$ cat src/rtl/mnacidpro_ctrl.sv
// Sequencer for a microfluidic nucleic-acid extraction cartridge: valve and peristaltic pump control.
// Optional build macro MNACIDPRO_CTRL_WASH2_EN adds a second SETTLE+WASH pass before ELUTE.
module mnacidpro_ctrl #(
    parameter int unsigned PUMP_DIV   = 4,
    parameter int unsigned LYSIS_CYC  = 64,
    parameter int unsigned SETTLE_CYC = 16,
    parameter int unsigned WASH_CYC   = 32,
    parameter int unsigned ELUTE_CYC  = 32
) (
    input  logic       clk,
    input  logic       rst_n,
    input  logic       start,
    input  logic       abort,
    input  logic       pump_dir,
    output logic       lysis_ctl,
    output logic       wash_ctl,
    output logic       elute_ctl,
    output logic       horiz_ctl,
    output logic       vertical_ctl,
    output logic       loop_exit_ctl,
    output logic       bead_vtl_ctl,
    output logic       bead_trap_ctl,
    output logic       collection_ctl,
    output logic       dead_end_ctl,
    output logic       pump1,
    output logic       pump2,
    output logic       pump3,
    output logic       busy,
    output logic       done,
    output logic       aborted,
    output logic [2:0] state
);

    typedef enum logic [2:0] {
        S_IDLE   = 3'd0,
        S_LYSIS  = 3'd1,
        S_SETTLE = 3'd2,
        S_WASH   = 3'd3,
        S_ELUTE  = 3'd4,
        S_DONE   = 3'd5
    } state_t;

    localparam int V_LYSIS      = 0;
    localparam int V_WASH       = 1;
    localparam int V_ELUTE      = 2;
    localparam int V_HORIZ      = 3;
    localparam int V_VERTICAL   = 4;
    localparam int V_LOOP_EXIT  = 5;
    localparam int V_BEAD_VTL   = 6;
    localparam int V_BEAD_TRAP  = 7;
    localparam int V_COLLECTION = 8;
    localparam int V_DEAD_END   = 9;

    localparam logic [15:0] PUMP_LAST = 16'(PUMP_DIV - 1);

    state_t      state_q, state_d;
    logic [15:0] cnt_q, cnt_d;
    logic [15:0] div_q, div_d;
    logic [2:0]  phase_q, phase_d;
    logic [9:0]  valve_q, valve_d;
    logic [2:0]  pump_q, pump_d;
    logic        busy_q, busy_d;
    logic        done_q, done_d;
    logic        aborted_q, aborted_d;
`ifdef MNACIDPRO_CTRL_WASH2_EN
    logic        wash_pass_q, wash_pass_d;
`endif

    function automatic logic [15:0] state_len(input state_t s);
        case (s)
            S_LYSIS:  state_len = 16'(LYSIS_CYC);
            S_SETTLE: state_len = 16'(SETTLE_CYC);
            S_WASH:   state_len = 16'(WASH_CYC);
            S_ELUTE:  state_len = 16'(ELUTE_CYC);
            default:  state_len = 16'd1;
        endcase
    endfunction

    function automatic logic is_pumping(input state_t s);
        is_pumping = (s == S_LYSIS) || (s == S_WASH) || (s == S_ELUTE);
    endfunction

    // Set bits mark valves that are vented (open) in the given state.
    function automatic logic [9:0] open_mask(input state_t s);
        logic [9:0] m;
        m = '0;
        case (s)
            S_LYSIS: begin
                m[V_LYSIS]     = 1'b1;
                m[V_HORIZ]     = 1'b1;
                m[V_LOOP_EXIT] = 1'b1;
            end
            S_SETTLE: begin
                m[V_BEAD_VTL]  = 1'b1;
                m[V_VERTICAL]  = 1'b1;
            end
            S_WASH: begin
                m[V_WASH]      = 1'b1;
                m[V_VERTICAL]  = 1'b1;
                m[V_DEAD_END]  = 1'b1;
            end
            S_ELUTE: begin
                m[V_ELUTE]      = 1'b1;
                m[V_VERTICAL]   = 1'b1;
                m[V_BEAD_TRAP]  = 1'b1;
                m[V_COLLECTION] = 1'b1;
            end
            default: m = '0;
        endcase
        open_mask = m;
    endfunction

    function automatic logic [2:0] pump_pattern(input logic [2:0] p);
        case (p)
            3'd0:    pump_pattern = 3'b110;
            3'd1:    pump_pattern = 3'b010;
            3'd2:    pump_pattern = 3'b011;
            3'd3:    pump_pattern = 3'b001;
            3'd4:    pump_pattern = 3'b101;
            3'd5:    pump_pattern = 3'b100;
            default: pump_pattern = 3'b111;
        endcase
    endfunction

    // Sequencing: timed states, one-cycle DONE, abort overrides any advance.
    always_comb begin
        state_d   = state_q;
        cnt_d     = cnt_q + 16'd1;
        aborted_d = 1'b0;
`ifdef MNACIDPRO_CTRL_WASH2_EN
        wash_pass_d = wash_pass_q;
`endif
        case (state_q)
            S_IDLE: begin
                cnt_d = '0;
                if (start) begin
                    state_d = S_LYSIS;
`ifdef MNACIDPRO_CTRL_WASH2_EN
                    wash_pass_d = 1'b0;
`endif
                end
            end
            S_LYSIS, S_SETTLE, S_WASH, S_ELUTE: begin
                if (cnt_q == state_len(state_q) - 16'd1) begin
                    cnt_d = '0;
                    case (state_q)
                        S_LYSIS:  state_d = S_SETTLE;
                        S_SETTLE: state_d = S_WASH;
`ifdef MNACIDPRO_CTRL_WASH2_EN
                        S_WASH: begin
                            if (!wash_pass_q) begin
                                state_d     = S_SETTLE;
                                wash_pass_d = 1'b1;
                            end else begin
                                state_d = S_ELUTE;
                            end
                        end
`else
                        S_WASH:   state_d = S_ELUTE;
`endif
                        default:  state_d = S_DONE;
                    endcase
                end
            end
            default: begin
                state_d = S_IDLE;
                cnt_d   = '0;
            end
        endcase

        if (abort && (state_q != S_IDLE)) begin
            state_d   = S_IDLE;
            cnt_d     = '0;
            aborted_d = 1'b1;
        end
    end

    // Pump phase restarts at P0 whenever a pumping state is (re)entered.
    always_comb begin
        phase_d = phase_q;
        div_d   = div_q;
        if (!is_pumping(state_d)) begin
            phase_d = '0;
            div_d   = '0;
        end else if (state_d != state_q) begin
            phase_d = '0;
            div_d   = '0;
        end else if (div_q == PUMP_LAST) begin
            div_d = '0;
            if (pump_dir)
                phase_d = (phase_q == 3'd0) ? 3'd5 : phase_q - 3'd1;
            else
                phase_d = (phase_q == 3'd5) ? 3'd0 : phase_q + 3'd1;
        end else begin
            div_d = div_q + 16'd1;
        end
    end

    // Output lines are decoded from next state so they register together with it.
    always_comb begin
        valve_d = ~open_mask(state_d);
        pump_d  = is_pumping(state_d) ? pump_pattern(phase_d) : 3'b111;
        busy_d  = (state_d != S_IDLE);
        done_d  = (state_d == S_DONE);
    end

    always_ff @(posedge clk) begin
        if (!rst_n) begin
            state_q   <= S_IDLE;
            cnt_q     <= '0;
            div_q     <= '0;
            phase_q   <= '0;
            valve_q   <= '1;
            pump_q    <= 3'b111;
            busy_q    <= 1'b0;
            done_q    <= 1'b0;
            aborted_q <= 1'b0;
`ifdef MNACIDPRO_CTRL_WASH2_EN
            wash_pass_q <= 1'b0;
`endif
        end else begin
            state_q   <= state_d;
            cnt_q     <= cnt_d;
            div_q     <= div_d;
            phase_q   <= phase_d;
            valve_q   <= valve_d;
            pump_q    <= pump_d;
            busy_q    <= busy_d;
            done_q    <= done_d;
            aborted_q <= aborted_d;
`ifdef MNACIDPRO_CTRL_WASH2_EN
            wash_pass_q <= wash_pass_d;
`endif
        end
    end

    assign lysis_ctl      = valve_q[V_LYSIS];
    assign wash_ctl       = valve_q[V_WASH];
    assign elute_ctl      = valve_q[V_ELUTE];
    assign horiz_ctl      = valve_q[V_HORIZ];
    assign vertical_ctl   = valve_q[V_VERTICAL];
    assign loop_exit_ctl  = valve_q[V_LOOP_EXIT];
    assign bead_vtl_ctl   = valve_q[V_BEAD_VTL];
    assign bead_trap_ctl  = valve_q[V_BEAD_TRAP];
    assign collection_ctl = valve_q[V_COLLECTION];
    assign dead_end_ctl   = valve_q[V_DEAD_END];
    assign pump1          = pump_q[2];
    assign pump2          = pump_q[1];
    assign pump3          = pump_q[0];
    assign busy           = busy_q;
    assign done           = done_q;
    assign aborted        = aborted_q;
    assign state          = state_q;

endmodule

$ cat config.mk
export PLATFORM = sky130hd
export DESIGN_NAME = mnacidpro_ctrl
export DESIGN_NICKNAME = d
export VERILOG_FILES = /design/src/rtl/mnacidpro_ctrl.sv
export SDC_FILE = /design/constraint.sdc
export NUM_CORES = 1
export LEC_CHECK = 0
export CAP_MARGIN = 10
export CELL_PAD_IN_SITES_DETAIL_PLACEMENT = 1
export CELL_PAD_IN_SITES_GLOBAL_PLACEMENT = 1
export CORE_MARGIN = 2
export CORE_UTILIZATION = 43
export DETAILED_ROUTE_END_ITERATION = 10
export GPL_ROUTABILITY_DRIVEN = 0
export PLACE_DENSITY_LB_ADDON = 0.3
export SYNTH_ARGS = -nofsm -noshare
export SYNTH_HDL_FRONTEND = slang
export SYNTH_SLANG_ARGS = --single-unit
$ cat constraint.sdc
create_clock -name clk -period 3.1 [get_ports clk]
set_clock_uncertainty 0.2 [all_clocks]
set_input_delay 0.465 -clock clk [delete_from_list [all_inputs] [get_ports clk]]
set_output_delay 0.465 -clock clk [all_outputs]
set_load 0.05 [all_outputs]
## After elaboration in Yosys (flattened, before gate mapping)

Cells that the tools add are included.

| storage, ports and cells | value |
|---|---|
| flip-flop bits (word level) | 54 |
| bits of input ports | 5 |
| output and inout port bits | 19 |
| logic and storage cells | 71 |

| operators by class | value |
|---|---|
| add/subtract/negate cells | 5 |
| equal/unequal tests | 18 |
| mux-type cells | 21 |
| bitwise logic cells | 4 |
| reduce and logical (&&, ||, !) cells | 14 |

Operators with widths:

| kind | number |
|---|---|
| 16-bit by 1-bit adder with 16-bit output, second input constant | 2 |
| 3-bit two-way mux | 9 |
| 7-bit case mux with 3 select lines | 1 |
| 3-bit by 2-bit == test with 1-bit output, second input constant | 6 |
| 3-bit == test, second input constant | 6 |
| 3-bit case mux with 6 select lines | 1 |
| 16-bit == test | 1 |
| 16-bit by 2-bit == test with 1-bit output, second input constant | 1 |
| 16-bit two-way mux | 1 |
| 16-bit by 1-bit subtractor with 16-bit output, second input constant | 1 |
| 4-bit OR reduction | 3 |
| 10-bit inverter | 1 |
| 3-bit by 1-bit == test with 1-bit output, second input constant | 3 |
| 3-bit logical NOT | 3 |
| 3-bit case mux with 3 select lines | 1 |
| 1-bit two-way mux | 6 |
| 3-bit case mux with 2 select lines | 1 |
| 3-bit nonzero test | 2 |
| 3-bit by 1-bit adder with 3-bit output, second input constant | 1 |
| 3-bit inequality test | 1 |
| 1-bit inverter | 3 |
| 3-bit OR reduction | 1 |
| 3-bit by 1-bit subtractor with 3-bit output, second input constant | 1 |
| 1-bit logical OR | 2 |
| 4 further kinds | 4 |

## Depth between registers and ports, before layout

| logic depth | value |
|---|---|
| word-level depth | 15 |
| gate-level depth with buffers | 9 |
| gate-level depth less buffers | 8 |

## Least setup slack after synthesis

No wires, ideal clock.

| timing path | value |
|---|---|
| kind | reg-to-reg |
| start | register state_q[2], in the netlist state[2] |
| end | register busy_q, in the netlist busy |
| setup time | 0.120 ns |
| data arrival time | 2.473 ns |
| required time | 2.780 ns |
| path slack | 0.307 ns |
| stages on the path, launching flop included | 8 |
| path buffers | 1 |
| period minus slack after synthesis | 2.793 ns |
| cell sequence | dfxtp_1 > buf_6 > nor3_2 > or3_4 > a2111oi_4 > mux2i_1 > o221ai_2 > a211o_1 |

| between the ends | value |
|---|---|
| cells in the longest elaborated chain, start to end | 10 |
| elaborated cells on any way between the ends | 19 |
| those cells by class | 1 x add/sub; 5 x eq/ne; 7 x mux; 6 x reduce/logical |

RTL lines:

| what | line | text |
|---|---|---|
| start, declared | 56 | `state_t state_q, state_d;` |
| start signal, assigned | 222 | `state_q <= state_d;` |
| 3-bit by 2-bit == test with 1-bit output / 3-bit == test (equally long branches) | 70, 133, 146 |  |
| 2-bit OR reduction (no line) | n/a |  |
| 7-bit case mux with 3 select lines | 70 | `case (s)` |
| 16-bit two-way mux | 133 | `case (state_q)` |
| 16-bit by 1-bit subtractor with 16-bit output | 144 | `if (cnt_q == state_len(state_q) - 16'd1) begin` |
| 16-bit == test | 144 |  |
| 3-bit two-way mux | 144 |  |
| 3-bit case mux with 2 select lines | 133 |  |
| 3-bit two-way mux * | 171 | `if (abort && (state_q != S_IDLE)) begin` |
| 3-bit nonzero test * | 203 | `busy_d = (state_d != S_IDLE);` |
| end signal, assigned | 228 | `busy_q <= busy_d;` |
| end, declared | 62 | `logic busy_q, busy_d;` |

Mark *: on every way between the ends. The rest lies on a longest branch, timed or not. The select of a mux whose other input is x is not followed.
A chain may end at the register's enable or synchronous reset.

## Worst setup path in the final report

| timing path | value |
|---|---|
| start | register state_q[1], in the netlist state[1] |
| end | register busy_q, in the netlist busy |

Same word-level chain as after synthesis.

==> results.py <==
metrics = {
    "outcome": {
        "status": "complete, no violations",
    },
    "clock_tree": {
        "tritoncts": "yes",
        "cts_root_buf": "clkbuf_8",
        "clockBufferDepth": 2,
        "clk_pin_slew_worst_paths_ns": 0.09,
        "post_cts_resized": 0,
        "clkLatencyLatePin_ns": 0.30,
        "cts_max_level": 2,
        "post_cts_buffers": 0,
        "cts_hold_buf": 0,
        "clock_sinks": 49,
        "numCtsBuffers": 5,
    },
    "pwr": {
        "leakage_uw": 0.000898,
        "swShare_pct": 25.4,
        "vdd_ir_drop_max_v": 0.000342,
        "p_per_area_nw_per_um2": 414,
        "clockPowerShare_pct": 33.5,
        "combPwrFrac_pct": 8.6,
        "seq_power_share_pct": 57.9,
        "switchingPower_uw": 281,
        "internal_power_uw": 826,
    },
    "logic_synthesis": {
        "syn_area_per_cell_um2": 8.87,
        "ys_seq_elements": 49,
        "yosys_most_used_dff": "dfxtp_1",
        "synth_top_area_cell": "dfxtp_1",
        "synthArstFlopShare_pct": 0,
        "synth_cells": 263,
        "yosysWarnings": 0,
        "synth.area.top_cells": "dfxtp_1 (42%), nor2_1 (8.2%), xnor2_1 (6.4%)",
        "synth_area_um2": 2330,
        "seq_area_frac_synth_pct": 42.1,
        "syn-num-nets": 271,
        "ys_types": 53,
        "netlist.area_leader.share_pct": 42.1,
        "synth_edf_count": 0,
    },
    "die": {
        "start_util_pct": 45.1,
        "dieArea_um2": 6030,
        "die_height_um": 77.6,
        "row_count": 26,
        "die_w_um": 77.6,
        "core_um2": 5170,
        "io_pins": 24,
    },
    "place": {
        "port_buffers": 23,
        "dp_slack_ns": 0.322,
        "hpwlAfterDp_um": 3890,
    },
    "worst_setup_path": {
        "worstSetupStartpointType": "register",
        "setup.worst_path.start": "state[1]$_SDFF_PN0_",
        "worstPathCellList": "nor3_2 > or3_4 > a2111oi_4 > mux2i_1 > o221ai_2 > a211o_1",
        "crit_path_end_kind": "register",
        "crit_family": "compound AO/OA/AOI/OAI gates",
        "cp.required_ns": 3.09,
        "worst-path-buf-inv": 0,
        "critPathArrivalTime_ns": 2.80,
        "crit_fanout": 12,
        "slowest_stage": "dfxtp_1",
        "critical_path_class": "reg2reg",
        "reg2reg_from": "state[1]$_SDFF_PN0_",
        "reg2reg_setup_slack_ns": 0.29,
        "slowest_delay_ns": 0.59,
    },
    "timing": {
        "timing.final.ws_setup_ns": 0.293,
        "relSlewSlack_pct": 65.8,
        "fmax_mhz": 356,
        "setup_violations": 0,
        "fin_crit_sh_pct": 90.5,
        "finalHoldViolCount": 0,
        "tightest_slew_ns": 0.512,
        "period_needed_ns": 2.81,
        "rsz0062_at_grt": "no",
        "drv_slew": 0,
        "tns_ns": 0,
    },
    "min_path": {
        "holdCritStartpoint": "cnt_q[0]$_SDFF_PP0_",
        "min_path_type": "reg2reg",
    },
    "detailed_routing": {
        "wirelength_um": 5160,
        "antenna_left": 0,
        "routed_via_density": 5.33,
        "post-route-drc-count": 0,
        "drt_iter0_drc": 57,
        "vias": 1887,
        "drt_pass1_iterations": 4,
        "post_drt_wl_per_cell_um": 14.6,
    },
    "finish": {
        "area_growth_pct": 14.6,
        "nNetsFinal": 291,
        "antennaDiodeCount": 0,
        "drive_above_1_share_pct": 9.51,
        "fin_util_pct": 51.7,
    },
    "global_route": {
        "grt_first_pass_wirelength_um": 9270,
        "grt_pass1_vias": 1994,
        "grt_max_degree": 16,
        "overflow": 0,
        "track_usage_pct": 19.2,
        "antenna_found_initial": 0,
    },
    "flow_run": {
        "max_cap_viol_count": 0,
    },
}
[layer usage]
| metal | routed length, um | GRT usage (%) |
|---|---|---|
| met4 | 74 | 6.96 |
| met2 | 2630 | 34.3 |
| met3 | 160 | 4.30 |
| met1 | 2290 | 22.2 |
| met5 | 0 | 0 |
[per-stage QoR]
| step | total power, uW | instances | hold slack (ns) | cell area, um^2 |
|---|---|---|---|---|
| final | 1110 | 354 | 0.297 | 2670 |
| after CTS | 1120 | 354 | 0.300 | 2670 |
| after detailed placement | 752 | 346 | 0.278 | 2590 |
| after global placement | 749 | 346 | 0.255 | 2590 |
| after global routing | 1160 | 354 | 0.345 | 2670 |
| after floorplan | 722 | 263 | 0.240 | 2330 |
[power by group through the flow]
| stage | combinational [uW] | clock [uW] | sequential (uW) |
|---|---|---|---|
| 4_1_cts | 96.3 | 386 | 641 |
| 2_1_floorplan | 54.2 | 0 | 668 |
| 5_1_grt | 105 | 416 | 643 |
| 3_5_place_dp | 95.4 | 0 | 656 |
| 6_report | 95.3 | 370 | 641 |
| 3_3_place_gp | 93.9 | 0 | 655 |
[registers in the layout (all words and copies together), names as in the netlist]
register and count:
valve_q 5, div_q 16, done 1, phase_q 3, state 3, busy 1
aborted 1, pump_q 3, cnt_q 16
[final cells by class]
| class | instances | area [um^2] |
|---|---|---|
| clock buffers | 5 | 68.8 |
| clock inverters | 3 | 17.5 |
| inverters | 4 | 15.0 |
| multi-input cells | 196 | 1240 |
| well taps | 70 | 87.6 |
| repair buffers | 27 | 260 |
| flip-flops and latches | 49 | 981 |
| fillers | 605 | 2500 |
[placed cells by master, fill, tap and decap left out, types with 4 or more instances in the layout]
cell / instances
and3_1: 9
nand4_1: 8
inv_1: 4
buf_4: 4
nand2_1: 23
nor2_1: 51
nand3_1: 11
o21ai_0: 4
xor2_1: 13
xnor2_1: 17
clkbuf_8: 5
nor4_1: 5
clkdlybuf4s50_1: 23
nor3_1: 5
dfxtp_1: 49
[cell families after synthesis]
group | Yosys count | synth area share [%]
AND/OR/NAND/NOR | 133 | 28.4
buffers and inverters | 18 | 4.61
flip-flops | 49 | 42.1
AO/OA/AOI/OAI | 29 | 11.6
XOR/XNOR | 30 | 11.3
adder cells (fa/ha/maj) | 3 | 1.61
multiplexers | 1 | 0.429
[synthesized netlist by cell type, types with 2 or more instances]
master / n
o311ai_0: 2
nand4_1: 8
clkbuf_1: 4
and3_1: 9
ha_1: 3
o21a_1: 2
buf_4: 6
nand3_1: 11
nor3b_2: 2
nand2_1: 23
nor4_1: 5
buf_6: 2
xnor2_1: 17
a211oi_2: 2
nor3_1: 5
nor2b_1: 3
or3b_2: 2
nand2b_1: 2
nor4b_1: 2
buf_2: 2
inv_1: 4
o21ai_0: 4
and2_1: 3
xor2_1: 13
dfxtp_1: 49
nor2_1: 51
[path summary, 6_finish.rpt]
path,end,depth (start not counted)
setup / recovery,busy$_SDFF_PN0_,6
hold / removal,cnt_q[0]$_SDFF_PP0_,1
setup reg to reg,busy$_SDFF_PN0_,6
hold reg to reg,cnt_q[0]$_SDFF_PP0_,1
[worst reg2reg max path, cell delays in order (launching register included)]
cell,delay (ns)
dfxtp_1,0.59
nor3_2,0.14
or3_4,0.44
a2111oi_4,0.50
mux2i_1,0.34
o221ai_2,0.18
a211o_1,0.32
No activity file was read; power rests on OpenSTA's default activity.
